### src/rtl/alu_op_sequencer_pkg.sv
// Shared definitions for the ALU operation sequencer: opcodes, FSM states,
// instruction field layout and an encoder helper.
package alu_op_sequencer_pkg;

  localparam int DATA_W  = 32;
  localparam int NREGS   = 8;
  localparam int IMM_W   = 3;
  localparam int INSTR_W = 16;

  // Instruction field positions: [15:13] op, [12:10] rd, [9:7] rs1,
  // [6:4] rs2, [3] use_imm, [2:0] imm
  localparam int OP_LSB      = 13;
  localparam int RD_LSB      = 10;
  localparam int RS1_LSB     = 7;
  localparam int RS2_LSB     = 4;
  localparam int USE_IMM_BIT = 3;
  localparam int IMM_LSB     = 0;

  typedef enum logic [2:0] {
    ALU_ADD = 3'b000,
    ALU_SUB = 3'b001,
    ALU_NOT = 3'b010,
    ALU_SHL = 3'b011,
    ALU_SHR = 3'b100,
    ALU_AND = 3'b101,
    ALU_OR  = 3'b110,
    ALU_ONE = 3'b111
  } alu_op_t;

  typedef enum logic [1:0] {
    ST_IDLE = 2'd0,
    ST_EXEC = 2'd1,
    ST_WB   = 2'd2
  } state_t;

  // Packed layout mirrors the bit positions above, MSB first
  typedef struct packed {
    alu_op_t    op;
    logic [2:0] rd;
    logic [2:0] rs1;
    logic [2:0] rs2;
    logic       use_imm;
    logic [2:0] imm;
  } instr_t;

  function automatic logic [INSTR_W-1:0] make_instr(
    input logic [2:0] op,
    input logic [2:0] rd,
    input logic [2:0] rs1,
    input logic [2:0] rs2,
    input logic       use_imm,
    input logic [2:0] imm
  );
    logic [INSTR_W-1:0] w;
    w = '0;
    w[OP_LSB +: 3]     = op;
    w[RD_LSB +: 3]     = rd;
    w[RS1_LSB +: 3]    = rs1;
    w[RS2_LSB +: 3]    = rs2;
    w[USE_IMM_BIT]     = use_imm;
    w[IMM_LSB +: 3]    = imm;
    return w;
  endfunction

endpackage

### src/rtl/alu_op_sequencer_if.sv
// Instruction valid/ready channel between the instruction source and the
// sequencer.
interface alu_op_sequencer_if;
  logic                                   instr_valid;
  logic                                   instr_ready;
  logic [alu_op_sequencer_pkg::INSTR_W-1:0] instr;

  modport master (output instr_valid, output instr, input instr_ready);
  modport slave  (input instr_valid, input instr, output instr_ready);
endinterface

### src/rtl/alu_op_sequencer_reg_file_8x32.sv
// Register file with two operand read ports, a host observation port and a
// write path where writeback takes priority over the host on the same entry.
module reg_file_8x32 #(
  parameter int DATA_W = 32,
  parameter int NREGS  = 8,
  parameter int ADDR_W = $clog2(NREGS)
) (
  input  logic              clk,
  input  logic              rst,
  input  logic [ADDR_W-1:0] rd_addr_a,
  output logic [DATA_W-1:0] rd_data_a,
  input  logic [ADDR_W-1:0] rd_addr_b,
  output logic [DATA_W-1:0] rd_data_b,
  input  logic [ADDR_W-1:0] host_rd_addr,
  output logic [DATA_W-1:0] host_rd_data,
  input  logic              wb_en,
  input  logic [ADDR_W-1:0] wb_addr,
  input  logic [DATA_W-1:0] wb_data,
  input  logic              host_wr_en,
  input  logic [ADDR_W-1:0] host_wr_addr,
  input  logic [DATA_W-1:0] host_wr_data
);

  logic [DATA_W-1:0] regs_reg [NREGS];
  logic [NREGS-1:0]  wb_hit;
  logic [NREGS-1:0]  host_hit;

  // Entry 0 never matches, so r0 is never written
  generate
    for (genvar gi = 0; gi < NREGS; gi++) begin : g_sel
      assign wb_hit[gi]   = (gi != 0) && wb_en      && (wb_addr      == ADDR_W'(gi));
      assign host_hit[gi] = (gi != 0) && host_wr_en && (host_wr_addr == ADDR_W'(gi));
    end
  endgenerate

  always_ff @(posedge clk) begin
    for (int i = 0; i < NREGS; i++) begin
      if (rst) begin
        regs_reg[i] <= '0;
      end else if (wb_hit[i]) begin
        regs_reg[i] <= wb_data;
      end else if (host_hit[i]) begin
        regs_reg[i] <= host_wr_data;
      end
    end
  end

  assign rd_data_a    = (rd_addr_a    == '0) ? '0 : regs_reg[rd_addr_a];
  assign rd_data_b    = (rd_addr_b    == '0) ? '0 : regs_reg[rd_addr_b];
  assign host_rd_data = (host_rd_addr == '0) ? '0 : regs_reg[host_rd_addr];

endmodule

### src/rtl/alu_op_sequencer.sv
// Issue/writeback controller: accepts one instruction, drives the external
// ALU for one cycle, then writes the sampled result back (IDLE->EXEC->WB).
module alu_op_sequencer
  import alu_op_sequencer_pkg::*;
#(
  parameter int DATA_W = 32,
  parameter int NREGS  = 8,
  parameter int IMM_W  = 3
) (
  input  logic                       clk,
  input  logic                       rst,
  alu_op_sequencer_if.slave          instr_bus,
  output logic [DATA_W-1:0]          alu_operand_1,
  output logic [DATA_W-1:0]          alu_operand_2,
  output logic [2:0]                 alu_control,
  input  logic [DATA_W-1:0]          alu_resultado,
  input  logic                       host_wr_en,
  input  logic [$clog2(NREGS)-1:0]   host_wr_addr,
  input  logic [DATA_W-1:0]          host_wr_data,
  input  logic [$clog2(NREGS)-1:0]   host_rd_addr,
  output logic [DATA_W-1:0]          host_rd_data,
  output logic                       done,
  output logic [DATA_W-1:0]          done_value
);

  localparam int ADDR_W = $clog2(NREGS);

  state_t            state_reg, state_next;
  instr_t            instr_word;
  logic              ready_int;
  logic              accept;
  logic              wb_en;
  logic [DATA_W-1:0] rs1_data, rs2_data, imm_ext;
  logic [DATA_W-1:0] op1_reg, op2_reg, result_reg;
  alu_op_t           ctrl_reg;
  logic [ADDR_W-1:0] rd_reg;

  assign instr_word = instr_t'(instr_bus.instr);
  assign accept     = instr_bus.instr_valid && ready_int;
  assign imm_ext    = {{(DATA_W-IMM_W){1'b0}}, instr_word.imm[IMM_W-1:0]};

  always_ff @(posedge clk) begin
    if (rst) begin
      state_reg <= ST_IDLE;
    end else begin
      state_reg <= state_next;
    end
  end

  always_comb begin
    state_next = state_reg;
    case (state_reg)
      ST_IDLE: if (accept) state_next = ST_EXEC;
      ST_EXEC: state_next = ST_WB;
      ST_WB:   state_next = ST_IDLE;
      default: state_next = ST_IDLE;
    endcase
  end

  always_comb begin
    ready_int = 1'b0;
    done      = 1'b0;
    wb_en     = 1'b0;
    case (state_reg)
      ST_IDLE: ready_int = 1'b1;
      ST_WB: begin
        done  = 1'b1;
        wb_en = 1'b1;
      end
      default: ;
    endcase
  end

  assign instr_bus.instr_ready = ready_int;

  // Operands are frozen at accept, so later host writes cannot disturb them;
  // result_reg doubles as done_value and holds until the next EXEC.
  always_ff @(posedge clk) begin
    if (rst) begin
      op1_reg    <= '0;
      op2_reg    <= '0;
      ctrl_reg   <= ALU_ADD;
      rd_reg     <= '0;
      result_reg <= '0;
    end else begin
      if (accept) begin
        op1_reg  <= rs1_data;
        op2_reg  <= instr_word.use_imm ? imm_ext : rs2_data;
        ctrl_reg <= instr_word.op;
        rd_reg   <= instr_word.rd;
      end
      if (state_reg == ST_EXEC) begin
        result_reg <= alu_resultado;
      end
    end
  end

  assign alu_operand_1 = op1_reg;
  assign alu_operand_2 = op2_reg;
  assign alu_control   = ctrl_reg;
  assign done_value    = result_reg;

  reg_file_8x32 #(
    .DATA_W (DATA_W),
    .NREGS  (NREGS),
    .ADDR_W (ADDR_W)
  ) u_reg_file (
    .clk          (clk),
    .rst          (rst),
    .rd_addr_a    (instr_word.rs1),
    .rd_data_a    (rs1_data),
    .rd_addr_b    (instr_word.rs2),
    .rd_data_b    (rs2_data),
    .host_rd_addr (host_rd_addr),
    .host_rd_data (host_rd_data),
    .wb_en        (wb_en),
    .wb_addr      (rd_reg),
    .wb_data      (result_reg),
    .host_wr_en   (host_wr_en),
    .host_wr_addr (host_wr_addr),
    .host_wr_data (host_wr_data)
  );

endmodule
### src/flat_wrapper.sv
// flat-port wrapper written by rule: the top's interface ports become plain ports
module alu_op_sequencer_flat import alu_op_sequencer_pkg::*;
#(
  parameter int DATA_W = 32,
  parameter int NREGS  = 8,
  parameter int IMM_W  = 3
)
  (clk, rst, alu_operand_1, alu_operand_2, alu_control, alu_resultado, host_wr_en, host_wr_addr, host_wr_data, host_rd_addr, host_rd_data, done, done_value, instr_bus_instr_valid, instr_bus_instr, instr_bus_instr_ready);
  alu_op_sequencer_if instr_bus_i ();
  input  logic clk;
  input  logic rst;
  output logic [DATA_W-1:0] alu_operand_1;
  output logic [DATA_W-1:0] alu_operand_2;
  output logic [2:0] alu_control;
  input  logic [DATA_W-1:0] alu_resultado;
  input  logic host_wr_en;
  input  logic [$clog2(NREGS)-1:0] host_wr_addr;
  input  logic [DATA_W-1:0] host_wr_data;
  input  logic [$clog2(NREGS)-1:0] host_rd_addr;
  output logic [DATA_W-1:0] host_rd_data;
  output logic done;
  output logic [DATA_W-1:0] done_value;
  input wire logic [$bits(instr_bus_i.instr_valid)-1:0] instr_bus_instr_valid;
  input wire logic [$bits(instr_bus_i.instr)-1:0] instr_bus_instr;
  output wire logic [$bits(instr_bus_i.instr_ready)-1:0] instr_bus_instr_ready;
  assign instr_bus_i.instr_valid = instr_bus_instr_valid;
  assign instr_bus_i.instr = instr_bus_instr;
  assign instr_bus_instr_ready = instr_bus_i.instr_ready;
  alu_op_sequencer #(.DATA_W(DATA_W), .NREGS(NREGS), .IMM_W(IMM_W)) u_core (.clk(clk), .rst(rst), .instr_bus(instr_bus_i), .alu_operand_1(alu_operand_1), .alu_operand_2(alu_operand_2), .alu_control(alu_control), .alu_resultado(alu_resultado), .host_wr_en(host_wr_en), .host_wr_addr(host_wr_addr), .host_wr_data(host_wr_data), .host_rd_addr(host_rd_addr), .host_rd_data(host_rd_data), .done(done), .done_value(done_value));
endmodule
### config.mk
export PLATFORM = sky130hd
export DESIGN_NAME = alu_op_sequencer_flat
export DESIGN_NICKNAME = d
export VERILOG_FILES = /design/src/rtl/alu_op_sequencer_pkg.sv /design/src/rtl/alu_op_sequencer_if.sv /design/src/rtl/alu_op_sequencer_reg_file_8x32.sv /design/src/rtl/alu_op_sequencer.sv /design/src/flat_wrapper.sv
export SDC_FILE = /design/constraint.sdc
export NUM_CORES = 1
export LEC_CHECK = 0
export CAP_MARGIN = 10
export CORE_UTILIZATION = 47
export DETAILED_ROUTE_END_ITERATION = 16
export GPL_ROUTABILITY_DRIVEN = 0
export PLACE_DENSITY = 0.7
export SETUP_SLACK_MARGIN = 0.2
export SLEW_MARGIN = 20
export SYNTH_ARGS = -nofsm -noshare
export SYNTH_HDL_FRONTEND = slang
export SYNTH_SLANG_ARGS = --single-unit
### constraint.sdc
create_clock -name clk -period 5.75 [get_ports clk]
set_clock_uncertainty 0.1 [all_clocks]
set_input_delay 1.15 -clock clk [delete_from_list [all_inputs] [get_ports clk]]
set_output_delay 1.15 -clock clk [all_outputs]
set_load 0.1 [all_outputs]
==> impl_metrics.csv, run 1 <==
group,metric,value,unit
run_status,status,"finished clean",
clock_network,hold_buffers,0,
global_routing,grt_overflow,0,
synth,synth_compound_area_share,20.1,%
sta,rsz0062_at_grt,"false",
synth,synth_edf_count,224,
final_layout,final_cell_mix,"nand2_1 (240), edfxtp_1 (224), a22o_1 (188), clkdlybuf4s50_1 (180), o21ai_0 (131)",
critical_path,r2r_end,"u_core.u_reg_file.regs_reg[4][24]",
route,drc,0,
critical_path,crit_path_start,"host_rd_addr[0]",
sta,fin_setup_tns,0,ns
route,via_per_inst,6.69,
critical_path,start_kind,"primary input",
clock_network,cts-buffers-inserted,37,
floorplanning,ios,223,
final_layout,syn_to_final_growth,19.9,%
critical_path,required,4.50,ns
route,dr.pass1.iters,6,
flow_run,maxCapViolations,0,
synth,ys_top_cells_by_area,"edfxtp_1 (37%), mux4_2 (12%), dfxtp_1 (11%)",
sta,max_slew_margin,23.3,%
global_routing,grt_pass1_wl,94200,um
global_routing,grt_pass1_vias,15200,
route,drtIter0Drc,2002,
synth,synth_cells,1605,
floorplanning,die_w,199,um
sta,fmax,0.226,GHz
final_layout,mostFrequentLayoutCell,"nand2_1",
critical_path,cpPeakStageDelay,0.77,ns
synth,ys_ff_latch,328,
global_routing,antenna_found_initial,4,
synth,synth-main-ff-cell,"edfxtp_1",
power,internal_power,0.00433,W
critical_path,cp-endpoint,"host_rd_data[3]",
synth,synthSimpleGateAreaFrac,9.73,%
sta,slew_violations,0,
clock_network,cts_root_buffer,"clkbuf_16",
power,seqPwrFrac,44.2,%
floorplanning,die-area,0.0395,mm^2
critical_path,worstSetupPathDepth,6,
critical_path,ff2ff_path_depth,5,
synth,seq_area_frac_synth,48.4,%
sta,finalCritPeriodShare,76.8,%
synth,synth.avg_cell_area,11.3,um^2
synth,muxShareOfSynthArea,17.8,%
critical_path,slowest_stage,"nor2b_4",
power,ir_worst_vdd,0.168,mV
synth,ys_types,43,
placement,post-dp-hpwl,37300,um
clock_network,post_cts_buffers,0,
critical_path,r2r_slack,2.64,ns
critical_path,worstReg2RegStart,"u_core.state_reg[1]",
sta,tightest_slew,1.15,ns
synth,synth_xor_area_share,0,%
global_routing,grt_start_max_net_pins,78,
min_path,hp-class,"register to register",
final_layout,largest_reg_flops,224,
sta,setup_viol,0,
sta,hold_violations,0,
synth,synth_top_family_by_area,"compound AO/OA/AOI/OAI gates",
clock_network,insertion_delay,0.53,ns
placement,io_buffers,222,
critical_path,path_common_cell,"buf_4",
route,vias,15300,
clock_network,ctsLongestPathBuffers,3,
critical_path,crit_family,"buffers and inverters",
critical_path,critical_path.cell_chain,"buf_4 -> nor2b_4 -> buf_4 -> a22oi_1 -> o21ai_0 -> buf_4",
clock_network,cts_resized,0,
final_layout,layout.nets,1834,
critical_path,crit_fanout,21,
clock_network,clkTransAtPathRegs,0.05,ns
power,p_per_area,285,mW/mm^2
route,drtAntennaViolNets,0,
power,p_switching,0.00189,W
clock_network,cts_tree,"yes",
synth,synth_top_area_share,37.0,%
critical_path,crit_buf_inv,3,
min_path,min_path_cells,2,
floorplanning,start_util,48.1,%
power,power_frac_clock,36.2,%
sta,fin_crit,4.42,ns
floorplanning,die_h,199,um
critical_path,worstSetupEndpointType,"output port",
final_layout,drive_gt1_share,19.8,%
route,drt_wl_total,63600,um
global_routing,grt.total_usage,32.4,%
floorplanning,rows,71,
critical_path,setup.worst_path.class,"primary input to output port",
synth,synth_area_leader_cell,"edfxtp_1",
critical_path,cp.arrival,3.17,ns
power,leakage,7.61,nW
power,p_comb_share,19.6,%
clock_network,cts_sinks,328,
synth,synthAdderAreaFrac,0,%
synth,synthesis.nets,1695,
final_layout,final_util,57.7,%
power,sw_frac_of_total,30.4,%
synth,synthArstFlopShare,0,%
clock_network,htree_levels,2,
route,routedWlPerCell,27.9,um
synth,yosys_warnings,0,
floorplanning,core,0.0378,mm^2
synth,syn_area,0.0182,mm^2
cells by family (layout without fill, tap and decap cells):
logic type	count (synthesis)	count (layout)
other	0	2
AOI/OAI and AO/OA	531	531
buffers and inverters	168	333
muxes	193	193
and+or+nand+nor	385	385
DFF	328	328
per-layer routing:
metal / share of wire, % / global-route usage, %
met1: 36 / 41.1
met2: 46 / 51.1
met3: 12 / 7.26
met4: 5.7 / 19.0
met5: 0.025 / 0
layout make-up:
class | count | area (um^2)
Fill cell | 3102 | 16000
Sequential cell | 328 | 8810
Multi-Input combinational cell | 1109 | 8770
Timing Repair Buffer | 265 | 2460
Tap cell | 511 | 639
Clock inverter | 11 | 73.8
Inverter | 3 | 11.3
Clock buffer | 54 | 1050
Antenna cell | 2 | 5.00
worst register-to-register path: cells and delay by family (launching register included):
family | cells | cell delay (ns)
AND/OR/NAND/NOR | 3 | 1.27
flip-flops | 1 | 0.47
buffers and inverters | 2 | 0.91
worst min path at each step:
| stage | from | end | slack [ns] |
|---|---|---|---|
| 2_1_floorplan | u_core.rd_reg[1] | u_core.rd_reg[1] | 0.36 |
| 3_3_place_gp | u_core.alu_operand_2[2] | u_core.alu_operand_2[2] | 0.34 |
| 3_5_place_dp | u_core.alu_control[2] | u_core.alu_control[2] | 0.35 |
| 4_1_cts | u_core.alu_control[2] | u_core.alu_control[2] | 0.36 |
| 5_1_grt | u_core.alu_control[2] | u_core.alu_control[2] | 0.38 |
| 6_report | u_core.alu_control[2] | u_core.alu_control[2] | 0.35 |
synth_stat cells (all sizes together) (2+ instances only):
master and n:
nor2b 10, nor3 2, a22oi 91, inv 3
clkbuf 94, a22o 188, nand3 66, buf 71
nand3b 2, nor3b 5, mux4 95, a21oi 80
nand2 243, mux2 97, and3 2, o21ai 133
dfxtp 104, edfxtp 224, and3b 3, a21o 2
o22ai 32, nor2 10, nand2b 34
power by group through the flow:
stage	sequential [W]	clock [W]	combinational (W)
final	0.00275	0.00225	0.00122
after global routing	0.00276	0.00235	0.00127
after CTS	0.00274	0.00226	0.00121
after detailed placement	0.00279	0	0.00120
after global placement	0.00278	0	0.00119
after floorplan	0.00298	0	0.000618
through the flow:
step / std cells / area, um^2 / total power [W] / hold slack [ns] / setup WS, ns
2_1_floorplan: 1605 / 18200 / 0.00360 / 0.358 / 0.463
3_3_place_gp: 2216 / 20700 / 0.00398 / 0.344 / 1.45
3_5_place_dp: 2216 / 20700 / 0.00400 / 0.352 / 1.47
4_1_cts: 2281 / 21800 / 0.00622 / 0.359 / 1.41
5_1_grt: 2283 / 21800 / 0.00637 / 0.383 / 1.31
6_report: 2283 / 21800 / 0.00622 / 0.354 / 1.33
Note: power is estimated with default switching activity, not from simulation.
==> inputs of run 2 (changes only) <==
clock period = 4.1 ns   (was 5.75 ns; I/O delays follow)
==> run 2 against run 1 <==
Sequential power up 40%. Setup slack worse by 0.66 ns. Largest power group unchanged. Critical path depth unchanged. Core utilization up 1.9 points. Hold slack better by 0.0057 ns.
==> impl_metrics.csv, run 2 (synthesized netlist as in run 1, its figures left out) <==
group,metric,value,unit
clock_network,cts_tree,"yes",
placement,post-dp-hpwl,37600,um
run_status,status,"finished clean",
clock_network,post_cts_buffers,0,
clock_network,cts-buffers-inserted,37,
clock_network,hold_buffers,0,
global_routing,grt_start_max_net_pins,67,
final_layout,syn_to_final_growth,23.9,%
power,p_switching,0.00272,W
final_layout,multi_input_area,0.00877,mm^2
floorplanning,start_util,48.1,%
route,drtIter0Drc,1772,
route,drc,0,
critical_path,critical_path.cell_chain,"buf_4 -> nor2b_4 -> buf_12 -> a22oi_1 -> o21ai_1 -> buf_12",
power,ir_worst_vdd,0.258,mV
sta,finalCritPeriodShare,83.5,%
final_layout,final_cell_mix,"nand2_1 (240), edfxtp_1 (224), a22o_1 (188), clkdlybuf4s50_1 (180), dfxtp_1 (104)",
global_routing,grt_pass1_vias,14900,
placement,io_buffers,222,
final_layout,stdcell_area,0.0226,mm^2
critical_path,required,3.18,ns
sta,hold_violations,0,
sta,fmax,0.292,GHz
sta,setup_viol,0,
clock_network,cts_sinks,328,
flow_run,maxCapViolations,0,
clock_network,cts_root_buffer,"clkbuf_16",
clock_network,htree_levels,2,
critical_path,setup.worst_path.class,"primary input to output port",
floorplanning,die_w,199,um
floorplanning,die-area,0.0395,mm^2
route,routedWlPerCell,27.0,um
critical_path,slowest_stage,"nor2b_4",
floorplanning,core,0.0378,mm^2
route,via_per_inst,6.68,
power,p_per_area,408,mW/mm^2
power,leakage,7.89,nW
route,routed-wl-met3,7490,um
sta,tightest_slew,1.05,ns
power,power_frac_clock,38.4,%
critical_path,crit_fanout,20,
critical_path,cp.arrival,2.50,ns
route,routed-wl-met2,29300,um
sta,fin_crit,3.42,ns
global_routing,grt_pass1_wl,92500,um
final_layout,drive_gt1_share,20.8,%
power,internal_power,0.00648,W
route,vias,15400,
final_layout,mostFrequentLayoutCell,"nand2_1",
sta,slew_violations,0,
clock_network,cts_resized,0,
power,p_comb_share,19.6,%
route,dr.pass1.iters,6,
route,highest_layer,"met4",
sta,rsz0062_at_grt,"false",
clock_network,clkTransAtPathRegs,0.05,ns
route,drt_wl_total,61900,um
final_layout,largest_reg_flops,224,
final_layout,regArea,0.00881,mm^2
route,drtAntennaViolNets,0,
critical_path,worstSetupEndpointType,"output port",
power,sw_frac_of_total,29.5,%
sta,max_slew_margin,30.0,%
power,power,0.00920,W
global_routing,grt_overflow,0,
placement,dpl_cell_area,0.0213,mm^2
power,seqPwrFrac,42.0,%
clock_network,ctsLongestPathBuffers,3,
route,drt-met1-wl,22600,um
floorplanning,rows,71,
sta,fin_setup_tns,0,ns
floorplanning,die_h,199,um
critical_path,cpPeakStageDelay,0.43,ns
floorplanning,ios,223,
final_layout,layout.nets,1846,
global_routing,grt.total_usage,31.5,%
placement,placed_cells,2228,
critical_path,start_kind,"primary input",
final_layout,nFillCells,3103,
global_routing,antenna_found_initial,2,
clock_network,insertion_delay,0.54,ns
min_path,hp-class,"register to register",
critical_path,path_common_cell,"buf_12",
final_layout,final_cell_count_no_fill,2297,
==> run 2: changes by cell type in the layout (fill, tap and decap cells not counted), moves of 4 or more <==
| cell | previous run | this run |
|---|---|---|
| clkinv_1 | 5 | 1 |
| buf_12 | 3 | 42 |
| bufinv_16 | 1 | 6 |
| clkbuf_1 | 11 | 7 |
| o21ai_0 | 131 | 99 |
| buf_4 | 76 | 49 |
| o21ai_1 | 0 | 32 |
==> run 2: per-stage QoR <==
| stage | utilization (%) | hold slack (ns) | setup WS, ns |
|---|---|---|---|
| floorplan | - | 0.358 | 0.228 |
| global placement | 56.2 | 0.341 | 0.746 |
| detailed placement | 56.2 | 0.343 | 0.708 |
| CTS | 59.6 | 0.365 | 0.703 |
| global route | 59.6 | 0.390 | 0.626 |
| finish | 59.6 | 0.359 | 0.678 |
==> run 2: area by class of cell <==
type / instances / area share (%)
Antenna cell: 3 / 0.0333
Clock buffer: 49 / 4.58
Tap cell: 511 / 2.84
Multi-Input combinational cell: 1109 / 38.9
Sequential cell: 328 / 39.1
Clock inverter: 17 / 1.09
Timing Repair Buffer: 277 / 13.5
Inverter: 3 / 0.0499
==> run 2: worst paths after layout <==
check / from / end / slack (ns) / cells after the start
max: host_rd_addr[0] / host_rd_data[31] / 0.68 / 6
min: u_core.alu_control[0] / u_core.alu_control[0] / 0.36 / 2
max reg2reg: u_core.state_reg[1] / u_core.u_reg_file.regs_reg[5][15] / 1.37 / 5
min reg2reg: u_core.alu_control[0] / u_core.alu_control[0] / 0.36 / 2
==> run 2: per-layer routing <==
| metal | vias to the layer above | GRT usage [%] |
|---|---|---|
| met4 | 0 | 15.5 |
| li1 | 6579 | - |
| met2 | 1112 | 50.5 |
| met1 | 7493 | 40.0 |
| met5 | - | 0 |
| met3 | 170 | 7.44 |
==> run 2: critical path, delay by kind of cell <==
kind	cells	cell delay (ns)
buffers and inverters	3	0.75
AOI/OAI and AO/OA	2	0.49
and+or+nand+nor	1	0.43
==> run 2: power groups by stage <==
stage                     Clock [W]  Combinational, W  Sequential, W
after floorplan                   0          0.000872        0.00419
after global placement            0           0.00177        0.00391
after detailed placement          0           0.00179        0.00392
after CTS                   0.00355           0.00180        0.00385
after global routing        0.00368           0.00188        0.00387
final                       0.00353           0.00181        0.00386
